## src/rtl/fetch_unit_pkg.sv

```systemverilog
// fetch_unit_pkg
// Shared definitions for the LEGv8 fetch stage: FSM state encodings, fault
// codes, opcode field position and instruction size, plus small helper
// functions used by the fetch unit and its next-PC selector.
package fetch_unit_pkg;

    typedef enum logic [1:0] {
        FETCH_S = 2'b00,
        HOLD_S  = 2'b01,
        FAULT_S = 2'b10
    } fetch_state_t;

    localparam logic [1:0] FAULT_NONE     = 2'b00;
    localparam logic [1:0] FAULT_TIMEOUT  = 2'b01;
    localparam logic [1:0] FAULT_MISALIGN = 2'b10;

    // Opcode field position, shared with control decode.
    localparam int OPCODE_MSB  = 31;
    localparam int OPCODE_LSB  = 21;
    localparam int INSTR_BYTES = 4;

    // Extract the 11-bit opcode field from an instruction word.
    function automatic logic [10:0] opcode_of(input logic [31:0] word);
        return word[OPCODE_MSB:OPCODE_LSB];
    endfunction

    // A fetch address is legal only when it is 4-byte aligned.
    function automatic logic word_misaligned(input logic [63:0] addr);
        return (addr[1:0] != 2'b00);
    endfunction

endpackage

```

## src/rtl/fetch_unit_pc_next_sel.sv

```systemverilog
// pc_next_sel
// Combinational next-PC selection for the fetch unit: sequential (pc + 4,
// modulo 2^64) or the datapath-supplied branch target, plus an alignment
// check on the selected address.
// Ports:
//   pc            in  64  address of the retiring instruction
//   branch_taken  in  1   select branch_target instead of pc + 4
//   branch_target in  64  branch destination from the datapath
//   next_pc       out 64  selected next PC
//   misaligned    out 1   next_pc[1:0] is non-zero
module pc_next_sel
    import fetch_unit_pkg::*;
(
    input  logic [63:0] pc,
    input  logic        branch_taken,
    input  logic [63:0] branch_target,
    output logic [63:0] next_pc,
    output logic        misaligned
);

    // Select the next PC and flag a misaligned destination.
    always_comb begin
        next_pc    = 64'h0;
        misaligned = 1'b0;
        if (branch_taken) begin
            next_pc = branch_target;
        end else begin
            // Natural 64-bit wrap: 0xFFFF_FFFF_FFFF_FFFC + 4 = 0.
            next_pc = pc + 64'(INSTR_BYTES);
        end
        misaligned = word_misaligned(next_pc);
    end

endmodule

```

## src/rtl/fetch_unit.sv

```systemverilog
// fetch_unit
// Instruction fetch stage of the non-pipelined LEGv8 core. Holds the PC,
// fetches 32-bit words over a req/ack handshake, presents the word to the
// datapath and advances the PC when the datapath retires the instruction.
// Fetch timeouts and misaligned branch targets lock the unit in a sticky
// FAULT state that only reset leaves.
// Ports:
//   clk, reset              clock, asynchronous active-high reset
//   imem_req/addr           fetch request and address (addr == pc)
//   imem_ack/rdata          memory response, used only while imem_req=1
//   instr, opcode           held instruction word and its opcode field
//   instr_valid, pc         instruction valid flag and its address
//   retire                  datapath done with the current instruction
//   branch_taken/target     next-PC select, sampled with retire
//   fault, fault_code       sticky fault flag and cause
module fetch_unit
    import fetch_unit_pkg::*;
#(
    parameter logic [63:0] RESET_PC = 64'h0,
    parameter int          MAX_WAIT = 16
) (
    input  logic        clk,
    input  logic        reset,
    output logic        imem_req,
    output logic [63:0] imem_addr,
    input  logic        imem_ack,
    input  logic [31:0] imem_rdata,
    output logic [31:0] instr,
    output logic [10:0] opcode,
    output logic        instr_valid,
    output logic [63:0] pc,
    input  logic        retire,
    input  logic        branch_taken,
    input  logic [63:0] branch_target,
    output logic        fault,
    output logic [1:0]  fault_code
);

    // Counter value at which one more ack-less cycle means timeout.
    localparam logic [7:0] WAIT_LAST = 8'(MAX_WAIT - 1);

    fetch_state_t state_r;
    logic         req_r;
    logic [63:0]  pc_r;
    logic [31:0]  instr_r;
    logic         valid_r;
    logic         fault_r;
    logic [1:0]   fault_code_r;
    logic [7:0]   wait_cnt_r;

    logic [63:0]  next_pc_s;
    logic         misaligned_s;

    pc_next_sel u_pc_next_sel (
        .pc            (pc_r),
        .branch_taken  (branch_taken),
        .branch_target (branch_target),
        .next_pc       (next_pc_s),
        .misaligned    (misaligned_s)
    );

    // Fetch FSM: all outputs are registered here.
    always_ff @(posedge clk or posedge reset) begin
        if (reset) begin
            state_r      <= FETCH_S;
            req_r        <= 1'b0;
            pc_r         <= RESET_PC;
            instr_r      <= 32'h0;
            valid_r      <= 1'b0;
            fault_r      <= 1'b0;
            fault_code_r <= FAULT_NONE;
            wait_cnt_r   <= 8'h0;
        end else begin
            case (state_r)
                FETCH_S: begin
                    if (!req_r) begin
                        // First cycle after reset: raise the request; any
                        // ack seen while req is low is ignored.
                        req_r      <= 1'b1;
                        wait_cnt_r <= 8'h0;
                    end else if (imem_ack) begin
                        instr_r    <= imem_rdata;
                        valid_r    <= 1'b1;
                        req_r      <= 1'b0;
                        wait_cnt_r <= 8'h0;
                        state_r    <= HOLD_S;
                    end else if (wait_cnt_r == WAIT_LAST) begin
                        req_r        <= 1'b0;
                        fault_r      <= 1'b1;
                        fault_code_r <= FAULT_TIMEOUT;
                        state_r      <= FAULT_S;
                    end else begin
                        wait_cnt_r <= wait_cnt_r + 8'd1;
                    end
                end
                HOLD_S: begin
                    if (retire && misaligned_s) begin
                        // pc keeps the retiring instruction's address.
                        valid_r      <= 1'b0;
                        fault_r      <= 1'b1;
                        fault_code_r <= FAULT_MISALIGN;
                        state_r      <= FAULT_S;
                    end else if (retire) begin
                        // Request goes out in the same edge as the new PC.
                        pc_r       <= next_pc_s;
                        valid_r    <= 1'b0;
                        req_r      <= 1'b1;
                        wait_cnt_r <= 8'h0;
                        state_r    <= FETCH_S;
                    end else begin
                        state_r <= HOLD_S;
                    end
                end
                FAULT_S: begin
                    req_r   <= 1'b0;
                    valid_r <= 1'b0;
                    fault_r <= 1'b1;
                    state_r <= FAULT_S;
                end
                default: begin
                    // Corrupted state encoding: park safely in FAULT.
                    req_r   <= 1'b0;
                    valid_r <= 1'b0;
                    fault_r <= 1'b1;
                    state_r <= FAULT_S;
                end
            endcase
        end
    end

    assign imem_req    = req_r;
    assign imem_addr   = pc_r;
    assign pc          = pc_r;
    assign instr       = instr_r;
    assign opcode      = opcode_of(instr_r);
    assign instr_valid = valid_r;
    assign fault       = fault_r;
    assign fault_code  = fault_code_r;

endmodule

```

## config.mk

```make
export PLATFORM = sky130hd
export DESIGN_NAME = fetch_unit
export DESIGN_NICKNAME = d
export VERILOG_FILES = /design/src/rtl/fetch_unit_pkg.sv /design/src/rtl/fetch_unit_pc_next_sel.sv /design/src/rtl/fetch_unit.sv
export SDC_FILE = /design/constraint.sdc
export NUM_CORES = 1
export LEC_CHECK = 0
export CORE_AREA = 4 4 153 155
export CTS_BUF_LIST = sky130_fd_sc_hd__clkbuf_16
export DETAILED_ROUTE_END_ITERATION = 8
export DIE_AREA = 0 0 157 159
export PLACE_DENSITY = 0.7
export SLEW_MARGIN = 10
export SYNTH_ARGS = -nofsm -noshare
export SYNTH_HDL_FRONTEND = slang
export SYNTH_HIERARCHICAL = 1
export SYNTH_SLANG_ARGS = --single-unit
```

## constraint.sdc

```tcl
create_clock -name clk -period 4.73 [get_ports clk]
set_input_delay 0.946 -clock clk [delete_from_list [all_inputs] [get_ports clk]]
set_output_delay 0.946 -clock clk [all_outputs]
set_load 0.05 [all_outputs]
```

* Word-level counts from Yosys, hierarchy flattened
Cells that the tools add are included.
Cells by class: bitwise operators 1, reduce and logical (&&, ||, !) cells 12, $add $sub $neg 2, equal/unequal tests 12, muxes and demuxes 34
Operators by type and width (number):
- adder 64 x 3 -> 64 bit, second input constant | 1
- two-way mux 64 bit | 1
- two-way mux 8 bit | 5
- two-way mux 2 bit | 8
- case mux 8 bit (2 select lines) | 1
- two-way mux 1 bit | 14
- inequality test 2 bit, second input constant | 7
- AND reduction 3 bit | 3
- adder 8 x 1 -> 8 bit, second input constant | 1
- equality test 8 x 4 -> 1 bit, second input constant | 1
- case mux 2 bit (2 select lines) | 2
- AND reduction 4 bit | 2
- inequality test 3 bit, second input constant | 2
- case mux 1 bit (2 select lines) | 3
- AND reduction 5 bit | 1
- inequality test 4 bit, second input constant | 1
- AND reduction 2 bit | 2
- nonzero test 2 bit | 2
- equality test 2 x 1 -> 1 bit, second input constant | 1
- logical NOT 2 bit | 1
- logical AND 1 bit | 1
- NOT 1 bit | 1
Storage, ports and cells: output and inout bits 176, register bits 111, input port bits 101, logic and storage cells 69

* Longest topological paths before layout
depth in word-level cells 6, gate-level depth with buffers 8, depth with buffers taken out 7

* By module
The synthesis kept the hierarchy.
By module, submodules not included:
- fetch_unit | cells each 363, sequential area each 2777.7 sq um, area an instance 4913.5 sq um, times used 1
- pc_next_sel | cells each 368, sequential area each 0.0 sq um, area an instance 2075.7 sq um, times used 1

* Worst setup path before layout
No wires, ideal clock.
kind input-to-reg, start input port branch_taken, end register pc_r[0], in the netlist imem_addr[0], setup slack 1681 ps, arrival time 2921 ps, setup time 128 ps, path buffers 2, data required time 4602 ps, stages on the path 7, path through clkbuf_1 > mux2_2 > or2_2 > nand2b_1 > nor2_2 > buf_2 > mux2_1
Between the ends: cells in the longest elaborated chain, start to end 5
Ends and longest elaborated chain:
- start: declaration | RTL line fetch_unit.sv:33 | input logic branch_taken,
- two-way mux 64 bit | RTL line fetch_unit_pc_next_sel.sv:25 | if (branch_taken) begin
- named net next_pc_s[1] | RTL line fetch_unit.sv:51 | logic [63:0] next_pc_s;
- nonzero test 2 bit | RTL line fetch_unit_pkg.sv:29 | return (addr[1:0] != 2'b00);
- named net misaligned_s | RTL line fetch_unit.sv:52 | logic misaligned_s;
- logical AND 1 bit | RTL line fetch_unit.sv:97 | if (retire && misaligned_s) begin
- NOT 1 bit (no source line)
- AND reduction 3 bit (no source line)
- end signal: assignment | RTL line fetch_unit.sv:105 | pc_r <= next_pc_s;
- end: declaration | RTL line fetch_unit.sv:44 | logic [63:0] pc_r;
The timed path passes the listed nets, and every way through them passes these cells. A chain may end at the register's enable or synchronous reset.

* Worst setup path after layout
start register pc_r[10], in the netlist imem_addr[10], end register pc_r[57], in the netlist imem_addr[57]
Between the ends: cells in the longest elaborated chain, start to end 2
Ends and longest elaborated chain:
- adder 64 x 3 -> 64 bit | RTL line fetch_unit_pc_next_sel.sv:29 | next_pc = pc + 64'(INSTR_BYTES);
- two-way mux 64 bit | RTL line fetch_unit_pc_next_sel.sv:25
- named net next_pc_s[57] | RTL line fetch_unit.sv:51
The timed path passes the listed nets, and every way through them passes these cells.

==> results.sh <==
export IMPL_synth_fa_ha_area_share_pct=0.358
export IMPL_synth_compound_area_share_pct=8.47
export IMPL_die_h_um=159
export IMPL_drv_cap=0
export IMPL_max_stage_delay_ns=0.83
export IMPL_max_freq_ghz=0.321
export IMPL_hold_path_depth=1
export IMPL_hp_start="instr[11]"
export IMPL_synthArstFlopShare_pct=100
export IMPL_muxShareOfSynthArea_pct=16.1
export IMPL_detail_route_wl_per_cell_um=17.3
export IMPL_clockBufferDepth=2
export IMPL_synth_ff_type="dfrtp_1"
export IMPL_syn_inst=731
export IMPL_grt_first_pass_wirelength_um=32900
export IMPL_post_place_ws_ns=1.51
export IMPL_max_slew_margin_pct=40.4
export IMPL_holdBufCountCts=0
export IMPL_multiInputGateArea_um2=3430
export IMPL_startpoint="imem_addr[10]"
export IMPL_initialDrtViolationCount=302
export IMPL_cp_max_fo=11
export IMPL_syn_to_final_growth_pct=39.2
export IMPL_syn_area_um2=6990
export IMPL_ys_ff_latch=111
export IMPL_critPathTopFamily="simple AND/OR/NAND/NOR gates"
export IMPL_finalPower_mw=7.26
export IMPL_timing_final_hold_violations=0
export IMPL_ctsResizeCount=0
export IMPL_placed_cells=1183
export IMPL_core_um2=21800
export IMPL_start_util_pct=32.0
export IMPL_slowest_stage="or4_1"
export IMPL_synth_top_family_by_area="simple AND/OR/NAND/NOR gates"
export IMPL_io_pin_count=277
export IMPL_viasPerCell=5.07
export IMPL_cpMostUsedCell="or4_1"
export IMPL_nFillCells=2103
export IMPL_cp_arrival_ns=3.41
export IMPL_htree_levels=3
export IMPL_grt_pass1_vias=6056
export IMPL_hpwl_um=15300
export IMPL_r2r_start="imem_addr[10]"
export IMPL_cts_setup_buffers=0
export IMPL_outcome="completed"
export IMPL_power_density_nw_per_um2=746
export IMPL_finalNonFillerCells=1199
export IMPL_numPortBuffers=276
export IMPL_crit_path_cell_trace="and4_1 -> nand4_1 -> or4_1 -> or4_1 -> a31oi_1 -> mux2_1"
export IMPL_path_depth=6
export IMPL_rrSetupSlack_ns=1.61
export IMPL_avgSynthCellArea_um2=9.56
export IMPL_wl_um=20700
export IMPL_nets=1017
export IMPL_rsz0062_at_grt="false"
export IMPL_die_w_um=157
export IMPL_critPathBufInv=0
export IMPL_yosysTopAreaCellShare_pct=39.7
export IMPL_tightestPinTransition_ns=0.886
export IMPL_synth_simple_gate_area_share_pct=18.7
export IMPL_yosys_top_cells_area="dfrtp_1, mux2_1, buf_4"
export IMPL_hold_path_end="instr[11]"
export IMPL_fp_dieArea_um2=25000
export IMPL_ys_warn_count=6
export IMPL_leakage_nw=3.68
export IMPL_synth_xor_area_share_pct=5.39
export IMPL_final_antenna_net_count=0
export IMPL_numCtsBuffers=9
export IMPL_tns_ns=0
export IMPL_syn_nets=834
export IMPL_antenna_found_initial=0
export IMPL_finClkSkew_ns=0.0105
export IMPL_grt_total_usage_pct=16.2
export IMPL_synth_cell_types=53
export IMPL_period_share_pct=65.9
export IMPL_worstPathRequired_ns=5.02
export IMPL_r2r_cells=6
export IMPL_setup_ws_ns=1.61
export IMPL_fp_row_count=54
export IMPL_yosysMostFrequentCell="dfrtp_1"
export IMPL_synth_edf_count=0
export IMPL_first_pass_iters=4
export IMPL_clkSinkCount=111
export IMPL_routabilityCongestion=0.806
export IMPL_irDropWorstVdd_mv=0.434
export IMPL_root_buffer="clkbuf_16"
export IMPL_cts_tree="built"
export IMPL_drive_gt1_share_pct=4.35
export IMPL_route_vias_total=6076
export IMPL_grt_max_degree=93
export IMPL_drv_slew=0
export IMPL_critical_path_class="flip-flop to flip-flop"
export IMPL_timing_rr_end="imem_addr[57]"
export IMPL_synth_area_leader_cell="dfrtp_1"
export IMPL_hp_class="flip-flop to flip-flop"
export IMPL_clk_pin_slew_ns=0.08
export IMPL_finalCriticalPeriod_ns=3.12
export IMPL_regArea_um2=2780
export IMPL_clock_latency_ns=0.35
export IMPL_synth_common_cells="dfrtp_1, mux2_1, buf_4"
export IMPL_grt_ovfl_total=0
export IMPL_antenna_cells=0
export IMPL_drc_errors=0
export IMPL_startpoint_type="flip-flop"
export IMPL_setup_violations=0
export IMPL_yosysSeqAreaShare_pct=39.7
export IMPL_setup_worst_path_end_class="flip-flop"
report_power, final:
part           leakage (nW)  switching [mW]  internal [mW]
combinational          2.15            3.03           1.55
sequential             1.39           0.594           1.34
clock                 0.134           0.380          0.364
registers in the layout (all words and copies together), names as in the netlist:
name / flops
fault: 1
fault_code: 2
imem_addr: 64
imem_req: 1
instr: 32
instr_valid: 1
state_r: 2
wait_cnt_r: 8
kinds of logic (layout without fill, tap and decap cells):
kind of cell | after synthesis | in the layout
and+or+nand+nor | 248 | 248
DFF | 111 | 111
AOI/OAI and AO/OA | 101 | 101
muxes | 100 | 100
adders and majority gates | 2 | 2
buffers and inverters | 126 | 314
xor gates and xnor gates | 43 | 43
metal layers:
| layer | vias up | part of all wire, % | GRT usage (%) |
|---|---|---|---|
| li1 | 2906 | - | - |
| met1 | 2944 | 44 | 21.3 |
| met2 | 214 | 48 | 27.3 |
| met3 | 12 | 7.1 | 3.78 |
| met4 | 0 | 1.1 | 3.35 |
| met5 | - | 0 | 0 |
metrics by stage:
stage	util [%]	hold WS, ns	area, um^2
2_1_floorplan	-	0.492	6990
3_3_place_gp	43.3	0.463	9450
3_5_place_dp	43.3	0.474	9450
4_1_cts	44.6	0.493	9730
5_1_grt	44.6	0.509	9730
6_report	44.6	0.487	9730
how the worst max path moves through the flow:
| stage | to |
|---|---|
| after floorplan | fault |
| after global placement | imem_addr[52] |
| after detailed placement | imem_addr[58] |
| after CTS | imem_addr[62] |
| after global routing | imem_addr[62] |
| final | imem_addr[57] |
cell usage in the layout, fill, tap and decap left out, types with 3 or more instances in the layout:
master           Yosys  layout
o21ai_0             55      55
inv_1               16      15
or2_2                3       3
clkbuf_16            0       9
xnor2_1             36      36
nor4_1              17      17
dfrtp_1            111     111
xor2_1               7       7
nand3_1             31      31
and4_1               5       5
buf_4               75       4
or3_1               15      15
and3_1              10      10
nand2_1             73      73
o31ai_1              5       5
or4_1               12      12
nand4_1             18      18
a21oi_1              6       6
nand2b_1             4       4
nor2_1              29      29
nor3_1              15      15
clkdlybuf4s50_1      0     275
a31oi_1             20      20
mux2_2               3       3
mux2_1              96      96
cell type report:
type	count	area share [%]
Tap cell	280	3.60
Clock buffer	9	2.31
Clock inverter	7	0.553
Inverter	16	0.643
Timing Repair Buffer	282	29.1
Multi-Input combinational cell	494	35.3
Sequential cell	111	28.5
(Power assumes the default switching activity.)
